### src/rtl/fsm_ctx_arbiter.sv
// Round-robin time-multiplexed "101" Moore detector with per-channel saved state context.
// One bit consumed per cycle; result 1 cycle later. A source holds req/bit_in until its grant edge.
module fsm_ctx_arbiter #(
   parameter  int N_CH = 4,
   localparam int CH_W = $clog2(N_CH)
) (
   input  logic            clk,
   input  logic            rst,
   input  logic [N_CH-1:0] req,
   input  logic [N_CH-1:0] bit_in,
   input  logic [N_CH-1:0] ctx_clr,
   output logic [N_CH-1:0] gnt,
   output logic            out_vld,
   output logic [CH_W-1:0] out_ch,
   output logic            out_det,
   output logic [N_CH-1:0] det
);

   typedef enum logic [1:0] {
      S0 = 2'b00,
      S1 = 2'b01,
      S2 = 2'b10,
      S3 = 2'b11
   } state_t;

   state_t          ctx     [N_CH];
   state_t          ctx_nxt [N_CH];
   logic [CH_W-1:0] ptr;
   logic [CH_W-1:0] sel;
   logic            sel_vld;

   function automatic state_t next_state(input state_t s, input logic b);
      state_t n;
      case (s)
         S0:      n = b ? S1 : S0;
         S1:      n = b ? S1 : S2;
         S2:      n = b ? S3 : S0;
         default: n = b ? S1 : S2;
      endcase
      return n;
   endfunction

   // Scan offsets from farthest to nearest so the request closest to ptr wins.
   always_comb begin
      sel     = '0;
      sel_vld = 1'b0;
      for (int i = N_CH - 1; i >= 0; i--) begin
         if (req[(int'(ptr) + i) % N_CH]) begin
            sel     = CH_W'((int'(ptr) + i) % N_CH);
            sel_vld = 1'b1;
         end
      end
   end

   always_comb begin
      gnt = '0;
      if (sel_vld && rst)
         gnt[sel] = 1'b1;
   end

   // A clear overrides the granted bit; the handshake still completes.
   always_comb begin
      for (int i = 0; i < N_CH; i++) begin
         ctx_nxt[i] = ctx[i];
         if (ctx_clr[i])
            ctx_nxt[i] = S0;
         else if (sel_vld && sel == CH_W'(i))
            ctx_nxt[i] = next_state(ctx[i], bit_in[i]);
      end
   end

   always_ff @(posedge clk or negedge rst) begin
      if (!rst) begin
         for (int i = 0; i < N_CH; i++)
            ctx[i] <= S0;
         ptr     <= '0;
         out_vld <= 1'b0;
         out_ch  <= '0;
         out_det <= 1'b0;
         det     <= '0;
      end else begin
         for (int i = 0; i < N_CH; i++) begin
            ctx[i] <= ctx_nxt[i];
            det[i] <= (ctx_nxt[i] == S3);
         end
         out_vld <= sel_vld;
         if (sel_vld) begin
            out_ch  <= sel;
            out_det <= (ctx_nxt[sel] == S3);
            ptr     <= (sel == CH_W'(N_CH - 1)) ? '0 : sel + CH_W'(1);
         end
      end
   end

endmodule

### config.mk
export PLATFORM = sky130hd
export DESIGN_NAME = fsm_ctx_arbiter
export DESIGN_NICKNAME = d
export VERILOG_FILES = /design/src/rtl/fsm_ctx_arbiter.sv
export SDC_FILE = /design/constraint.sdc
export NUM_CORES = 1
export LEC_CHECK = 0
export ABC_AREA = 1
export BUFFER_PORTS_ARGS = -buffer_cell sky130_fd_sc_hd__buf_4
export CAP_MARGIN = 40
export CORE_ASPECT_RATIO = 1.5
export CORE_MARGIN = 1
export CORE_UTILIZATION = 30
export DETAILED_ROUTE_END_ITERATION = 8
export PLACE_DENSITY = 0.48
export SYNTH_ARGS = -nofsm -noshare
export SYNTH_HDL_FRONTEND = slang
export SYNTH_SLANG_ARGS = --single-unit
### constraint.sdc
create_clock -name clk -period 1.9 [get_ports clk]
set_input_delay 0.475 -clock clk [delete_from_list [all_inputs] [get_ports clk]]
set_output_delay 0.475 -clock clk [all_outputs]
set_load 0.02 [all_outputs]
==> flow_metrics.py, run 1 <==
metrics = {
    "worst_setup_path": {
        "worst-endpoint-arrival_ns": 1.83,
        "worstSetupPathType": "reg -> out",
        "critical_path.slowest_cell": "dfrtp_1",
        "setup.worst_path.end_class": "output pin",
        "worstPathRequired_ns": 1.42,
        "worst_flop_to_flop_path_startpoint": "ptr[0]$_DFFE_PN0N_",
        "worst_flop_to_flop_path_endpoint": "out_det$_DFFE_PN0N_",
        "critPathMaxFanout": 9,
        "path_delay_family": "simple AND/OR/NAND/NOR gates",
        "timing.critical_path.slowest_cell_delay_ns": 0.40,
        "worst_r2r_path_depth": 16,
        "crit_path_start_kind": "register",
        "crit_path_cell_trace": "buf_12 > inv_8 > nand2_2 > nand2_4 > nor2_1 > nor2_1 > nand3_2 > nand2_4 > inv_2 > nor2_4 > inv_2 > nor2_4 > buf_6",
        "cp_num_buf_inv": 5,
        "r2r_slack_ns": -0.08,
    },
    "power": {
        "power.internal_mw": 2.03,
        "netSwitchingPower_mw": 1.74,
        "pwr-share-comb_pct": 75.5,
        "vdd_ir_drop_max_mv": 1.02,
        "sw_share_pct": 46.2,
        "clock_power_share_pct": 8.4,
        "p_leak_nw": 0.971,
        "pwr_density_cell_nw_per_um2": 2060,
        "seq_power_share_pct": 16.1,
    },
    "detailed_routing": {
        "route.detailed.wl_per_inst_um": 12.0,
        "route.vias.total": 1191,
        "drc_marker_count_from_the_first_detailed_route_iteration": 21,
        "met3WireLength_um": 103,
        "highest-signal-layer": "met4",
        "route.antenna.remaining_nets": 0,
        "routed_wirelength_um": 3010,
        "detailedRoute.firstPassIterationCount": 5,
        "routed-wl-met2_um": 1720,
        "via_per_inst": 4.76,
        "drt-met1-wl_um": 1140,
        "remaining_drc_errors": 0,
    },
    "clock_network": {
        "cts.sink_count": 18,
        "max-clock-path-buffers": 2,
        "h-tree-depth": 1,
        "clock_tree_from_tritoncts": "built",
        "hold_fix_buffer_count_after_cts": 0,
        "cts-buffers-inserted": 3,
        "worst_setup_hold_path_clk_slew_ns": 0.07,
        "clk_lat_worst_skew_ns": 0.26,
        "clock-root-buffer": "clkbuf_8",
    },
    "timing": {
        "worst_setup_slack_after_layout_ns": -0.400,
        "fmax_mhz": 435,
        "finalSetupViolations": 6,
        "hold-worst-slack_ns": 0.173,
        "final_count_of_hold_timing_violations": 0,
        "slew_headroom_pct": 71.0,
        "final.setup_skew_ns": 0.00212,
        "final_min_period_over_clock_period_pct": 121,
        "slew_violations": 0,
        "timing_worst_slew_pin_value_ns": 0.430,
        "setup_repair_after_global_routing_missed_its_margin": "yes",
        "post-route-min-period_ns": 2.30,
    },
    "cells_and_area": {
        "antenna_cells": 0,
        "layout.nets": 222,
        "flow.area_growth_from_synthesis_pct": 51.8,
        "layout-drive-gt1-share_pct": 55.1,
    },
    "yosys": {
        "synth_adder_area_share_pct": 0,
        "synth_async_sr_flop_share_pct": 100,
        "synth_sequential_area_ratio_pct": 37.3,
        "synth_cell_types": 29,
        "synth_area_leader_cell": "dfrtp_1",
        "yosys.area.top_type_share_pct": 37.3,
        "netlist_instances": 150,
        "synth_compound_gate_area_share_pct": 13.2,
        "avgSynthCellArea_um2": 8.05,
        "number_of_synthesized_flops_with_an_enable_pin": 0,
        "ys_seq_elements": 18,
        "synth_simple_gate_area_share_pct": 38.2,
        "synthXorXnorAreaFrac_pct": 0,
        "largest_family_of_logic_cells_by_synthesized_area": "simple AND/OR/NAND/NOR gates",
        "synthesis.area_um2": 1210,
        "syn_nets": 164,
        "yosys-mux-area-fraction_pct": 0.933,
        "synthTopCellsByCount": "nand2_1 (30), inv_1 (23), dfrtp_1 (18)",
        "post-synth-top-count-cell": "nand2_1",
        "synthTopCellsByArea": "dfrtp_1 (37%), nand2_1 (9.3%), inv_1 (7.2%), nand2_4 (5.6%), nand2_2 (5.2%)",
        "synthesis.yosys.warnings": 0,
        "synth_flop_cell": "dfrtp_1",
    },
    "status": {
        "failed_checks": "negative setup slack",
        "run_status": "complete, but fails checks",
    },
    "placement": {
        "input_output_buffers": 25,
        "pre_cts_ws_ns": -0.259,
        "finalWeightedCongestion": 0.741,
        "dpl.hpwl_um": 2340,
    },
    "global_route": {
        "grt_usage_pct": 16.3,
        "grt_pass1_vias": 1229,
        "global_route.overflow_total": 0,
        "pin_count_of_the_biggest_net_entering_global_routing": 19,
        "grt_pass1_wl_um": 5100,
        "antenna_violations_before_repair": 0,
    },
    "floorplanning": {
        "die_width_um": 53.8,
        "io-pin-count": 26,
        "initial_cell_density_of_the_core_pct": 32.2,
        "fp-row-count": 27,
        "core_region_area_um2": 3750,
        "die_area_um2": 4290,
        "die_h_um": 79.7,
    },
    "worst_hold_path": {
        "hold_path.class": "in -> async",
    },
    "job": {
        "max-cap-violations": 0,
    },
}
## worst max path at each step
stage / endpoint / from / cells after the start
2_1_floorplan: gnt[3] / ptr[0]$_DFFE_PN0N_ / 12
4_1_cts: gnt[3] / ptr[0]$_DFFE_PN0N_ / 13
3_3_place_gp: out_det$_DFFE_PN0N_ / req[3] / 18
6_report: gnt[3] / ptr[0]$_DFFE_PN0N_ / 13
5_1_grt: gnt[3] / ptr[0]$_DFFE_PN0N_ / 13
3_5_place_dp: out_det$_DFFE_PN0N_ / req[3] / 18
## cell type report
| type | instances | area, µm² |
|---|---|---|
| clock buffers | 4 | 55.1 |
| fillers | 395 | 1920 |
| inverters | 29 | 119 |
| multi-input cells | 102 | 696 |
| flip-flops and latches | 18 | 452 |
| well taps | 43 | 53.8 |
| repair buffers | 54 | 458 |
## worst reg2reg max path: cells and delay by family (launching register included)
kind                   cells  cell delay, ns
and+or+nand+nor           11            0.96
DFF                        1            0.40
buffers and inverters      5            0.58
## cell families after synthesis
kind of cell,Yosys count
flip-flops,18
AO/OA/AOI/OAI,21
AND/OR/NAND/NOR,80
buffers and inverters,30
multiplexers,1
## power by group through the flow
stage          Combinational (mW)  Clock (mW)  Sequential, mW
2_1_floorplan                1.49           0           0.651
3_3_place_gp                 2.56           0           0.605
3_5_place_dp                 2.61           0           0.605
4_1_cts                      2.79       0.327           0.603
5_1_grt                      3.11       0.346           0.617
6_report                     2.85       0.318           0.607
## stage by stage
stage               area [µm²]  power (mW)  instances  TNS [ns]  util [%]
finish                    1830        3.77        250     -1.65      48.9
global route              1830        4.07        250     -2.75      48.9
detailed placement        1670        3.21        241     -1.74      44.6
CTS                       1790        3.72        247     -1.78      47.6
global placement          1670        3.17        241     -1.15      44.6
floorplan                 1220        2.14        150    -0.114         -
## routing by layer
metal | GRT usage, % | vias up
li1 | - | 587
met1 | 16.4 | 566
met2 | 31.1 | 33
met3 | 2.29 | 5
met4 | 6.58 | 0
met5 | 0 | -
## cell usage in the layout (no fill, tap or decap)
| cell type | count |
|---|---|
| buf_12 | 3 |
| o211ai_2 | 1 |
| mux2_2 | 1 |
| nor3_4 | 1 |
| and2_1 | 2 |
| o21ai_2 | 1 |
| nand3_4 | 1 |
| inv_4 | 1 |
| buf_4 | 47 |
| buf_6 | 4 |
| nand3_2 | 6 |
| inv_2 | 6 |
| nand2_1 | 27 |
| o41ai_1 | 3 |
| nor3_2 | 2 |
| a31o_2 | 1 |
| nor2_4 | 5 |
| a211oi_2 | 2 |
| a21oi_4 | 1 |
| clkbuf_8 | 4 |
| o21ai_4 | 1 |
| dfrtp_2 | 1 |
| o22ai_1 | 1 |
| nor2_1 | 8 |
| nor2_2 | 5 |
| o21ai_0 | 5 |
| nand3_1 | 4 |
| dfrtp_1 | 17 |
| inv_1 | 21 |
| inv_8 | 1 |
| nand2_2 | 13 |
| a21oi_1 | 5 |
| nand2_4 | 6 |
## registers in the layout, summed over array words and instances, names as in the netlist
| name | cells |
|---|---|
| out_vld | 1 |
| ptr | 2 |
| out_det | 1 |
| out_ch | 2 |
| det | 4 |
| ctx | 8 |
## what timing repair did
item / CTS / global route
endpoints found under the setup margin: 8 / 12
setup buffers: 2 / 3
pin swaps: 3 / 6
gates resized for setup: 13 / 7
Power figures use the tool's default switching activity.
==> inputs of run 2 (changes only) <==
--- a/config.mk
+++ b/config.mk
@@ -12,6 +12,7 @@
 export CORE_MARGIN = 1
 export CORE_UTILIZATION = 30
 export DETAILED_ROUTE_END_ITERATION = 8
+export MAX_ROUTING_LAYER = met4
 export PLACE_DENSITY = 0.48
 export SYNTH_ARGS = -nofsm -noshare
 export SYNTH_HDL_FRONTEND = slang
==> flow_metrics.py, run 2 (same netlist as run 1, synthesis figures left out) <==
metrics = {
    "cells_and_area": {
        "mostFrequentLayoutCells": "buf_4 (47), nand2_1 (27), inv_1 (21), dfrtp_1 (17), nand2_2 (13)",
        "antenna_cells": 0,
        "ff_latch_area_um2": 452,
        "mostFrequentLayoutCell": "buf_4",
        "fill_cells": 395,
        "biggestRegsByFlops": "ctx: 8 flops, det: 4 flops",
        "flow.area_growth_from_synthesis_pct": 51.8,
        "layout-drive-gt1-share_pct": 55.1,
        "top_register": "ctx",
        "layout.nets": 222,
        "number_of_standard_cells_in_the_final_layout_excluding_fillers": 250,
        "layout.cell_area.non_filler_um2": 1830,
        "postLayoutCoreUtil_pct": 48.9,
        "largest_register_ff_count": 8,
        "multi_input_comb_area_um2": 696,
    },
    "placement": {
        "place_area_um2": 1670,
        "pre_cts_ws_ns": -0.259,
        "finalWeightedCongestion": 0.750,
        "dpl.hpwl_um": 2340,
        "placed_cells_incl_taps": 241,
        "input_output_buffers": 25,
    },
    "floorplanning": {
        "io-pin-count": 26,
        "fp-row-count": 27,
        "die_h_um": 79.7,
        "die_width_um": 53.8,
        "initial_cell_density_of_the_core_pct": 32.2,
        "die_area_um2": 4290,
        "core_region_area_um2": 3750,
    },
    "global_route": {
        "pin_count_of_the_biggest_net_entering_global_routing": 19,
        "grt_usage_pct": 16.6,
        "antenna_violations_before_repair": 0,
        "grt.met3_usage_pct": 1.90,
        "grt_pass1_wl_um": 5060,
        "grt_use_met1_pct": 16.4,
        "global_route.overflow_total": 0,
        "gr-usage-met2_pct": 31.1,
        "grt_pass1_vias": 1229,
        "gr-max-usage-layer": "met2",
    },
    "detailed_routing": {
        "route.detailed.wl_per_inst_um": 11.9,
        "routed_wirelength_um": 2990,
        "route.antenna.remaining_nets": 0,
        "drc_marker_count_from_the_first_detailed_route_iteration": 23,
        "via_per_inst": 4.74,
        "detailedRoute.firstPassIterationCount": 6,
        "route.vias.total": 1184,
        "remaining_drc_errors": 0,
    },
    "clock_network": {
        "worst_setup_hold_path_clk_slew_ns": 0.07,
        "hold_fix_buffer_count_after_cts": 0,
        "clock-root-buffer": "clkbuf_8",
        "clk_lat_worst_skew_ns": 0.26,
        "cts.sink_count": 18,
        "h-tree-depth": 1,
        "max-clock-path-buffers": 2,
        "clock_tree_from_tritoncts": "built",
        "cts-buffers-inserted": 3,
    },
    "status": {
        "failed_checks": "negative setup slack",
        "run_status": "complete, but fails checks",
    },
    "worst_setup_path": {
        "worst_flop_to_flop_path_startpoint": "ptr[0]$_DFFE_PN0N_",
        "worstPathRequired_ns": 1.42,
        "critPathMaxFanout": 9,
        "crit_path_start_kind": "register",
        "worst-endpoint-arrival_ns": 1.83,
        "worstSetupPathType": "reg -> out",
        "worst_r2r_path_depth": 16,
        "worst_flop_to_flop_path_endpoint": "out_det$_DFFE_PN0N_",
        "setup.worst_path.end_class": "output pin",
        "r2r_slack_ns": -0.08,
    },
    "timing": {
        "finalSetupViolations": 6,
        "slew_violations": 0,
        "total_negative_slack_ns": -1.67,
        "post-route-min-period_ns": 2.31,
        "final_min_period_over_clock_period_pct": 121,
        "final_count_of_hold_timing_violations": 0,
        "fmax_mhz": 433,
        "worst_setup_slack_after_layout_ns": -0.408,
        "slew_headroom_pct": 68.5,
        "final.setup_skew_ns": 0.00134,
        "timing_worst_slew_pin_value_ns": 0.467,
        "setup_repair_after_global_routing_missed_its_margin": "yes",
    },
    "power": {
        "clock_power_share_pct": 8.5,
        "pwr-share-comb_pct": 75.5,
        "vdd_ir_drop_max_mv": 1.02,
        "sw_share_pct": 46.2,
        "p_leak_nw": 0.971,
        "netSwitchingPower_mw": 1.75,
        "seq_power_share_pct": 16.0,
        "pwr_density_cell_nw_per_um2": 2060,
        "power.internal_mw": 2.03,
    },
    "worst_hold_path": {
        "hold_path.class": "in -> async",
    },
    "job": {
        "max-cap-violations": 0,
    },
}
run 2: metal layers:
metal | routed length (µm) | up-vias | share of wire, %
met3 | 74 | 5 | 2.5
met1 | 1140 | 565 | 38
met2 | 1730 | 25 | 58
li1 | - | 589 | -
met5 | 0 | - | 0
met4 | 50 | 0 | 1.7
run 2: worst max-delay path, cell delays in order (launching register included):
cell and delay [ns]:
dfrtp_1 0.40, buf_12 0.16, inv_8 0.07, nand2_2 0.06, nand2_4 0.08, nor2_1 0.05, nor2_1 0.13, nand3_2 0.11
nand2_4 0.12, inv_2 0.06, nor2_4 0.09, inv_2 0.05, nor2_4 0.08, buf_6 0.12
run 2: stage by stage:
step | total power, mW | hold WS, ns
3_3_place_gp | 3.17 | 0.464
3_5_place_dp | 3.21 | 0.464
4_1_cts | 3.72 | 0.182
5_1_grt | 4.07 | 0.193
2_1_floorplan | 2.14 | 0.179
6_report | 3.77 | 0.172
run 2: worst max-delay path by stage:
stage / slack (ns) / end / start
2_1_floorplan: -0.09 / gnt[3] / ptr[0]$_DFFE_PN0N_
3_3_place_gp: -0.19 / out_det$_DFFE_PN0N_ / req[3]
3_5_place_dp: -0.26 / out_det$_DFFE_PN0N_ / req[3]
4_1_cts: -0.41 / gnt[3] / ptr[0]$_DFFE_PN0N_
5_1_grt: -0.50 / gnt[3] / ptr[0]$_DFFE_PN0N_
6_report: -0.41 / gnt[3] / ptr[0]$_DFFE_PN0N_
run 2: power groups by stage:
stage | registers (mW) | logic, mW | clock network, mW
6_report | 0.606 | 2.85 | 0.320
5_1_grt | 0.617 | 3.11 | 0.346
4_1_cts | 0.603 | 2.79 | 0.327
3_5_place_dp | 0.605 | 2.61 | 0
3_3_place_gp | 0.605 | 2.56 | 0
2_1_floorplan | 0.651 | 1.49 | 0
run 2: final cells by class:
class | instances | area share (%)
multi-input cells | 102 | 38.0
repair buffers | 54 | 25.0
flip-flops and latches | 18 | 24.6
inverters | 29 | 6.48
clock buffers | 4 | 3.00
well taps | 43 | 2.94
run 2: what timing repair did:
action,4_1_cts,5_1_grt
cloned,0,0
endpoints found under the hold margin,0,0
pin swaps,3,6
resized for setup,13,7
buffers inserted,2,3
endpoints found under the setup margin,8,12
